==> config.mk <==
export PLATFORM = sky130hd
export DESIGN_NAME = trap_ctrl_flat
export DESIGN_NICKNAME = d
export VERILOG_FILES = /design/src/rtl/trap_ctrl_if.sv /design/src/rtl/trap_ctrl.sv /design/src/flat_wrapper.sv
export SDC_FILE = /design/constraint.sdc
export NUM_CORES = 1
export LEC_CHECK = 0
export CORE_MARGIN = 2
export CORE_UTILIZATION = 55
export DETAILED_ROUTE_END_ITERATION = 8
export PLACE_DENSITY_LB_ADDON = 0.3
export SYNTH_ARGS = -nofsm -noshare
export SYNTH_HDL_FRONTEND = slang
export SYNTH_SLANG_ARGS = --single-unit
==> constraint.sdc <==
create_clock -name clock -period 14.8 [get_ports clock]
set_input_delay 1.48 -clock clock [delete_from_list [all_inputs] [get_ports clock]]
set_output_delay 1.48 -clock clock [all_outputs]
set_load 0.05 [all_outputs]
==> src/rtl/trap_ctrl_if.sv <==
// Commit/CSR/redirect bundle between the pipeline and the machine-mode trap sequencer.
interface trap_ctrl_if;
  logic        commit_valid;
  logic [31:0] commit_pc;
  logic [31:0] commit_npc;
  logic        exc_valid;
  logic [3:0]  exc_code;
  logic        exc_ecall;
  logic [31:0] exc_tval;
  logic        mret_valid;
  logic        irq_mei;
  logic        irq_mti;
  logic        irq_msi;
  logic [11:0] csr_addr;
  logic        csr_wen;
  logic [31:0] csr_wdata;
  logic [31:0] csr_rdata;
  logic        csr_hit;
  logic [1:0]  priv;
  logic        busy;
  logic        redirect_valid;
  logic [31:0] redirect_pc;
  logic        redirect_ready;

  modport slave (
    input  commit_valid, commit_pc, commit_npc, exc_valid, exc_code, exc_ecall, exc_tval,
           mret_valid, irq_mei, irq_mti, irq_msi, csr_addr, csr_wen, csr_wdata, redirect_ready,
    output csr_rdata, csr_hit, priv, busy, redirect_valid, redirect_pc
  );

  modport master (
    output commit_valid, commit_pc, commit_npc, exc_valid, exc_code, exc_ecall, exc_tval,
           mret_valid, irq_mei, irq_mti, irq_msi, csr_addr, csr_wen, csr_wdata, redirect_ready,
    input  csr_rdata, csr_hit, priv, busy, redirect_valid, redirect_pc
  );
endinterface

==> src/rtl/trap_ctrl.sv <==
// Machine-mode trap sequencer: exception/interrupt entry, mret, one fetch redirect per event.
// Optional macro VECTORED_MODE_EN enables mtvec.MODE and vectored interrupt targets.
module trap_ctrl #(
  parameter logic [31:0] RESET_TVEC = 32'h0000_0000
) (
  input logic        clock,
  input logic        reset,
  trap_ctrl_if.slave bus
);
  typedef enum logic [1:0] {S_IDLE, S_ENTER, S_RETURN, S_FLUSH} state_t;

  localparam logic [1:0]  PRIV_U     = 2'b00;
  localparam logic [1:0]  PRIV_M     = 2'b11;
  localparam logic [11:0] CSR_MSTAT  = 12'h300;
  localparam logic [11:0] CSR_MIE    = 12'h304;
  localparam logic [11:0] CSR_MTVEC  = 12'h305;
  localparam logic [11:0] CSR_MEPC   = 12'h341;
  localparam logic [11:0] CSR_MCAUSE = 12'h342;
  localparam logic [11:0] CSR_MTVAL  = 12'h343;
  localparam logic [11:0] CSR_MIP    = 12'h344;
`ifdef VECTORED_MODE_EN
  localparam logic [31:0] TVEC_MASK  = 32'hFFFF_FFFD;
`else
  localparam logic [31:0] TVEC_MASK  = 32'hFFFF_FFFC;
`endif

  state_t      r_state, w_next;
  logic [1:0]  r_priv, r_mpp;
  logic        r_mstat_mie, r_mpie;
  logic [2:0]  r_mie;          // {MEIE, MTIE, MSIE}
  logic [31:0] r_mtvec, r_mepc, r_mcause, r_mtval, r_target;
  logic        r_pint;
  logic [3:0]  r_pcode;
  logic [31:0] r_pepc, r_ptval;
  logic        r_rv;

  logic [2:0]  w_pend;
  logic        w_irq, w_idle, w_take_exc, w_take_mret, w_take_irq, w_event, w_csr_we;
  logic [3:0]  w_exc_code, w_irq_code;
  logic [31:0] w_trap_target;

  assign w_idle      = (r_state == S_IDLE);
  assign w_pend      = {bus.irq_mei, bus.irq_mti, bus.irq_msi} & r_mie;
  assign w_irq       = (|w_pend) && ((r_priv == PRIV_U) || r_mstat_mie);
  assign w_take_exc  = w_idle && bus.commit_valid && bus.exc_valid;
  assign w_take_mret = w_idle && bus.commit_valid && !bus.exc_valid && bus.mret_valid;
  assign w_take_irq  = w_idle && bus.commit_valid && !bus.exc_valid && !bus.mret_valid && w_irq;
  assign w_event     = w_take_exc || w_take_mret || w_take_irq;
  assign w_csr_we    = w_idle && bus.csr_wen && !w_event;
  assign w_exc_code  = bus.exc_ecall ? ((r_priv == PRIV_U) ? 4'd8 : 4'd11) : bus.exc_code;
  assign w_irq_code  = w_pend[2] ? 4'd11 : (w_pend[0] ? 4'd3 : 4'd7);

  always_comb begin
    w_trap_target = {r_mtvec[31:2], 2'b00};
`ifdef VECTORED_MODE_EN
    if (r_pint && r_mtvec[0]) w_trap_target = w_trap_target + {26'b0, r_pcode, 2'b00};
`endif
  end

  always_comb begin
    w_next = r_state;
    unique case (r_state)
      S_IDLE: begin
        if (w_take_exc || w_take_irq) w_next = S_ENTER;
        else if (w_take_mret)         w_next = S_RETURN;
      end
      S_ENTER, S_RETURN: w_next = S_FLUSH;
      // redirect_valid drops one cycle before IDLE, giving the fetch side a clean gap
      S_FLUSH: if (!r_rv) w_next = S_IDLE;
      default: w_next = S_IDLE;
    endcase
  end

  always_ff @(posedge clock or posedge reset) begin
    if (reset) begin
      r_state     <= S_IDLE;
      r_priv      <= PRIV_M;
      r_mstat_mie <= 1'b0;
      r_mpie      <= 1'b0;
      r_mpp       <= PRIV_M;
      r_mie       <= '0;
      r_mtvec     <= RESET_TVEC & TVEC_MASK;
      r_mepc      <= '0;
      r_mcause    <= '0;
      r_mtval     <= '0;
      r_target    <= '0;
      r_pint      <= 1'b0;
      r_pcode     <= '0;
      r_pepc      <= '0;
      r_ptval     <= '0;
      r_rv        <= 1'b0;
    end else begin
      r_state <= w_next;
      if (w_take_exc) begin
        r_pint  <= 1'b0;
        r_pcode <= w_exc_code;
        r_pepc  <= {bus.commit_pc[31:2], 2'b00};
        r_ptval <= bus.exc_tval;
      end else if (w_take_irq) begin
        r_pint  <= 1'b1;
        r_pcode <= w_irq_code;
        r_pepc  <= {bus.commit_npc[31:2], 2'b00};
        r_ptval <= '0;
      end
      unique case (r_state)
        S_ENTER: begin
          r_mcause    <= {r_pint, 27'b0, r_pcode};
          r_mepc      <= r_pepc;
          r_mtval     <= r_ptval;
          r_mpie      <= r_mstat_mie;
          r_mstat_mie <= 1'b0;
          r_mpp       <= r_priv;
          r_priv      <= PRIV_M;
          r_target    <= w_trap_target;
          r_rv        <= 1'b1;
        end
        S_RETURN: begin
          r_priv      <= r_mpp;
          r_mstat_mie <= r_mpie;
          r_mpie      <= 1'b1;
          r_mpp       <= PRIV_U;
          r_target    <= r_mepc;
          r_rv        <= 1'b1;
        end
        S_FLUSH: if (r_rv && bus.redirect_ready) r_rv <= 1'b0;
        default: ;
      endcase
      if (w_csr_we) begin
        unique case (bus.csr_addr)
          CSR_MSTAT: begin
            r_mstat_mie <= bus.csr_wdata[3];
            r_mpie      <= bus.csr_wdata[7];
            r_mpp       <= (bus.csr_wdata[12:11] == PRIV_M) ? PRIV_M : PRIV_U;
          end
          CSR_MIE:    r_mie    <= {bus.csr_wdata[11], bus.csr_wdata[7], bus.csr_wdata[3]};
          CSR_MTVEC:  r_mtvec  <= bus.csr_wdata & TVEC_MASK;
          CSR_MEPC:   r_mepc   <= {bus.csr_wdata[31:2], 2'b00};
          CSR_MCAUSE: r_mcause <= {bus.csr_wdata[31], 27'b0, bus.csr_wdata[3:0]};
          CSR_MTVAL:  r_mtval  <= bus.csr_wdata;
          default: ;
        endcase
      end
    end
  end

  always_comb begin
    bus.csr_rdata = '0;
    bus.csr_hit   = 1'b1;
    unique case (bus.csr_addr)
      CSR_MSTAT:  bus.csr_rdata = {19'b0, r_mpp, 3'b000, r_mpie, 3'b000, r_mstat_mie, 3'b000};
      CSR_MIE:    bus.csr_rdata = {20'b0, r_mie[2], 3'b000, r_mie[1], 3'b000, r_mie[0], 3'b000};
      CSR_MTVEC:  bus.csr_rdata = r_mtvec;
      CSR_MEPC:   bus.csr_rdata = r_mepc;
      CSR_MCAUSE: bus.csr_rdata = r_mcause;
      CSR_MTVAL:  bus.csr_rdata = r_mtval;
      CSR_MIP:    bus.csr_rdata = {20'b0, bus.irq_mei, 3'b000, bus.irq_mti, 3'b000, bus.irq_msi, 3'b000};
      default:    bus.csr_hit   = 1'b0;
    endcase
  end

  assign bus.priv           = r_priv;
  assign bus.busy           = !w_idle;
  assign bus.redirect_valid = r_rv;
  assign bus.redirect_pc    = r_target;
endmodule

==> src/flat_wrapper.sv <==
// flat-port wrapper written by rule: the top's interface ports become plain ports
module trap_ctrl_flat 
#(
  parameter logic [31:0] RESET_TVEC = 32'h0000_0000
)
  (clock, reset, bus_commit_valid, bus_commit_pc, bus_commit_npc, bus_exc_valid, bus_exc_code, bus_exc_ecall, bus_exc_tval, bus_mret_valid, bus_irq_mei, bus_irq_mti, bus_irq_msi, bus_csr_addr, bus_csr_wen, bus_csr_wdata, bus_redirect_ready, bus_csr_rdata, bus_csr_hit, bus_priv, bus_busy, bus_redirect_valid, bus_redirect_pc);
  trap_ctrl_if bus_i ();
  input logic clock;
  input logic reset;
  input wire logic [$bits(bus_i.commit_valid)-1:0] bus_commit_valid;
  input wire logic [$bits(bus_i.commit_pc)-1:0] bus_commit_pc;
  input wire logic [$bits(bus_i.commit_npc)-1:0] bus_commit_npc;
  input wire logic [$bits(bus_i.exc_valid)-1:0] bus_exc_valid;
  input wire logic [$bits(bus_i.exc_code)-1:0] bus_exc_code;
  input wire logic [$bits(bus_i.exc_ecall)-1:0] bus_exc_ecall;
  input wire logic [$bits(bus_i.exc_tval)-1:0] bus_exc_tval;
  input wire logic [$bits(bus_i.mret_valid)-1:0] bus_mret_valid;
  input wire logic [$bits(bus_i.irq_mei)-1:0] bus_irq_mei;
  input wire logic [$bits(bus_i.irq_mti)-1:0] bus_irq_mti;
  input wire logic [$bits(bus_i.irq_msi)-1:0] bus_irq_msi;
  input wire logic [$bits(bus_i.csr_addr)-1:0] bus_csr_addr;
  input wire logic [$bits(bus_i.csr_wen)-1:0] bus_csr_wen;
  input wire logic [$bits(bus_i.csr_wdata)-1:0] bus_csr_wdata;
  input wire logic [$bits(bus_i.redirect_ready)-1:0] bus_redirect_ready;
  output wire logic [$bits(bus_i.csr_rdata)-1:0] bus_csr_rdata;
  output wire logic [$bits(bus_i.csr_hit)-1:0] bus_csr_hit;
  output wire logic [$bits(bus_i.priv)-1:0] bus_priv;
  output wire logic [$bits(bus_i.busy)-1:0] bus_busy;
  output wire logic [$bits(bus_i.redirect_valid)-1:0] bus_redirect_valid;
  output wire logic [$bits(bus_i.redirect_pc)-1:0] bus_redirect_pc;
  assign bus_i.commit_valid = bus_commit_valid;
  assign bus_i.commit_pc = bus_commit_pc;
  assign bus_i.commit_npc = bus_commit_npc;
  assign bus_i.exc_valid = bus_exc_valid;
  assign bus_i.exc_code = bus_exc_code;
  assign bus_i.exc_ecall = bus_exc_ecall;
  assign bus_i.exc_tval = bus_exc_tval;
  assign bus_i.mret_valid = bus_mret_valid;
  assign bus_i.irq_mei = bus_irq_mei;
  assign bus_i.irq_mti = bus_irq_mti;
  assign bus_i.irq_msi = bus_irq_msi;
  assign bus_i.csr_addr = bus_csr_addr;
  assign bus_i.csr_wen = bus_csr_wen;
  assign bus_i.csr_wdata = bus_csr_wdata;
  assign bus_i.redirect_ready = bus_redirect_ready;
  assign bus_csr_rdata = bus_i.csr_rdata;
  assign bus_csr_hit = bus_i.csr_hit;
  assign bus_priv = bus_i.priv;
  assign bus_busy = bus_i.busy;
  assign bus_redirect_valid = bus_i.redirect_valid;
  assign bus_redirect_pc = bus_i.redirect_pc;
  trap_ctrl #(.RESET_TVEC(RESET_TVEC)) u_core (.clock(clock), .reset(reset), .bus(bus_i));
endmodule
==> results.md <==
- Clock-pin slew was measured on the worst setup and hold paths at 0.06 ns.
- The count of final setup violators is 0.
- After the first detailed-routing iteration, the DRC count stood at 492.
- In this run the biggest area consumer among cell types represents 51.8% of the synthesized area.
- The global router's overall resource usage is 29.3%.
- Of the synthesized area, sequential elements account for 52.8%.
- The largest fanout of any net on the critical path is 28.
- The floorplan core area is 20200 um2.
- The total grt overflow is 0.
- Detailed placement finished with a half-perimeter wire length of 19100 um.
- Yosys attributes the largest share of cell area to sky130_fd_sc_hd__dfrtp_1, sky130_fd_sc_hd__mux2_2, sky130_fd_sc_hd__mux2i_1.
- The number of synthesized register bits is 237.
- Fill cells in the final layout number 1489.
- The clock sink count is 237.
- The number of nets produced by synthesis is 1164.
- In this run the mean area of a mapped cell was 11.2 um2.
- The DRC violation count after routing is 0.
- The number of setup buffers added after CTS is 0.
- After the last flow step, the layout net total stands at 1346.
- The data arrival time of the worst path is 5.60 ns.
- Measured against its own limit, the worst slew margin works out to 15.1%.
- Detailed routing inserted a total of 8881 vias.
- Power spread over the standard cell area amounts to 187 nW/um2.
- The area growth from synthesis to layout is 28.6%.
- In this run, distinct cell masters in the synthesized netlist total 50.
- The die is 147 um tall.
- The biggest area contributor in the post-synthesis netlist is sky130_fd_sc_hd__dfrtp_1.
- STA classifies the critical path startpoint as a primary input.
- Subtracting the final worst setup slack from the clock period gives 7.08 ns.
- Counting flops with a built-in enable in the synthesized netlist gives 0.
- The number of port buffers is 219.
- In the final routed layout, each cell accounts on average for 21.3 um.
- The number of detailed-routing iterations run before antenna repair is 5.
- In the layout the commonest cells are sky130_fd_sc_hd__dfrtp_1, sky130_fd_sc_hd__clkdlybuf4s50_1, sky130_fd_sc_hd__mux2_2.
- Counting flops with an async set or reset pin after synthesis yields a share of 100%.
- The worst vdd rail ir drop is 0.000134 V.
- The path category of the worst min-delay check is reg2reg.
- Setup repair after global routing left no endpoint under its margin.
- From left edge to right edge, the die measures 147 um.
- TritonCTS built the clock tree.
- The number of gates resized after CTS is 0.
- In this run the number of H-tree levels came out at 1.
- The share of final-layout standard cells stronger than drive strength 1 is 18.5%.
- The number of endpoints with negative hold slack in the final report was 0.
- Between clock sinks in the finished design, the worst skew comes to 0.0177 ns.
- The number of antenna-violating nets in the routed design is 0.
- The number of placed cells counting well taps is 1430.
- The cell count after synthesis is 1005.
- The final cell count without fillers is 1475.
- The cts-stage hold buffer count is 0.
- The global-route wire length before repair is 49400 um.
- Entering global routing, the biggest net connects 104 pins.
- The initial antenna violation count is 1.
- The measured slew at the worst slew-check pin is 1.27 ns.
- The root buffer selected by CTS is sky130_fd_sc_hd__clkbuf_16.
- The later pin in the worst-skew pair is clocked with a latency of 0.52 ns.
- Data on the critical path is required at its endpoint by 13.32 ns.
- The total standard cell area after synthesis is 11200 um2.
- The flow ran to the end, and the final reports show no timing, DRC or antenna violations.
- The max-slew violation total from the final report is 0.
- The full die area is 21600 um2.
- The congestion estimate from routability-driven global placement came to 0.887.
- The number of buffers created by CTS is 25.
- The critical path in this run is classified as in2out.
- The max capacitance violation total is 0.
- The maximum clock frequency is 141 MHz.
- Summed over all failing endpoints, the final setup total negative slack is 0 ns.
- The prevailing post-synth register cell is sky130_fd_sc_hd__dfrtp_1.
- The number of standard-cell rows in the floorplan is 52.
- Leaving out fill and tap cells, the most frequent cell in the layout is sky130_fd_sc_hd__dfrtp_1.
- The worst path uses 47.9% of the clock period.
- STA classifies the critical path endpoint as an output pin.
- Wires add up to 31500 um.
- During synthesis, Yosys emitted a total of 0 warnings.
- The number of buffers on the longest clock path is 3.
- The total leakage power is 0.00609 uW.
- The number of primary I/O pins is 224.
- The initial utilization of the core area, before any placement, comes to 55.8%.
- The number of global-route vias before repair is 9154.
- The number of vias per cell is 6.02.
[synth_stat cells, drive strengths merged (2+ instances only)]
| cell | instances |
|---|---|
| nor2b | 3 |
| ha | 4 |
| nand4 | 9 |
| a21oi | 66 |
| a31oi | 34 |
| o21ai | 18 |
| nand3 | 62 |
| and2 | 28 |
| and3 | 3 |
| a22o | 32 |
| a221o | 30 |
| nand2 | 72 |
| nor4 | 3 |
| a22oi | 2 |
| mux2 | 161 |
| mux2i | 42 |
| buf | 25 |
| dfrtp | 233 |
| nor2 | 72 |
| nor3 | 12 |
| nand3b | 2 |
| a32oi | 2 |
| a221oi | 2 |
| dfstp | 4 |
| o311ai | 2 |
| o221ai | 2 |
| clkbuf | 51 |
| inv | 15 |
[report_power, final]
group	total, uW	switching (uW)	internal (uW)
clock	600	250	350
sequential	1030	146	885
combinational	1070	586	486
total	2700	982	1720
[worst paths after layout]
path / startpoint / endpoint / slack (ns) / cells past startpoint
max: bus_csr_addr[6] / bus_csr_rdata[2] / 7.72 / 6
min: u_core.r_mcause[19] / u_core.r_mcause[19] / 0.49 / 1
max reg2reg: u_core.r_mie[2] / u_core.r_mepc[23] / 11.32 / 5
min reg2reg: u_core.r_mcause[19] / u_core.r_mcause[19] / 0.49 / 1
max in group asynchronous: reset / u_core.r_mtval[16] / 11.16 / 4
min in group asynchronous: reset / u_core.bus.redirect_pc[31] / 1.50 / 2
[stage by stage]
step	instance area, um2	utilization (%)	total power [uW]	hold slack (ns)	setup slack (ns)
2_1_floorplan	11200	-	1770	0.438	6.82
3_3_place_gp	13700	67.8	2060	0.458	7.82
3_5_place_dp	13700	67.8	2100	0.464	7.76
4_1_cts	14500	71.7	2720	0.489	7.80
5_1_grt	14500	71.7	2860	0.504	7.69
6_report	14500	71.7	2700	0.487	7.72
[cell type report]
type	count	area [um2]	area share, %
Sequential cell	237	5940	41.0
Clock inverter	6	37.5	0.259
Multi-Input combinational cell	676	5050	34.9
Timing Repair Buffer	231	2280	15.8
Inverter	16	67.6	0.467
Antenna cell	1	2.50	0.0173
Clock buffer	38	754	5.22
Tap cell	270	338	2.34
[worst max-delay path, stage by stage]
cell                              delay (ns)
sky130_fd_sc_hd__clkdlybuf4s50_1        0.73
sky130_fd_sc_hd__nor2b_4                0.86
sky130_fd_sc_hd__nand4_1                0.44
sky130_fd_sc_hd__nor2_4                 0.93
sky130_fd_sc_hd__a221o_1                0.34
sky130_fd_sc_hd__clkdlybuf4s50_1        0.82
[kinds of logic (layout without fill, tap and decap cells)]
group                      Yosys count  in the layout  synth area share [%]
AOI/OAI and AO/OA                  198            198                  12.1
adders and majority gates            4              4                 0.445
buffers and inverters               92            291                  3.31
DFF                                237            237                  52.8
muxes                              203            203                  19.9
other                                0              1                     0
and+or+nand+nor                    271            271                  11.5
[sequential cells by signal, indices dropped and copies added, names as in the netlist]
name	count
u_core.bus.priv	2
u_core.bus.redirect_pc	32
u_core.bus.redirect_valid	1
u_core.r_mcause	32
u_core.r_mepc	32
u_core.r_mie	3
u_core.r_mpie	1
u_core.r_mpp	2
u_core.r_mstat_mie	1
u_core.r_mtval	32
u_core.r_mtvec	30
u_core.r_pcode	4
u_core.r_pepc	30
u_core.r_pint	1
u_core.r_ptval	32
u_core.r_state	2
[per-layer routing]
layer,global-route usage (%),up-vias,wire length [um]
li1,-,4034,-
met1,37.9,4378,12800
met2,48.7,379,15100
met3,5.99,90,2290
met4,11.9,0,1270
met5,0,-,0
Note: power is estimated with default switching activity, not from simulation.
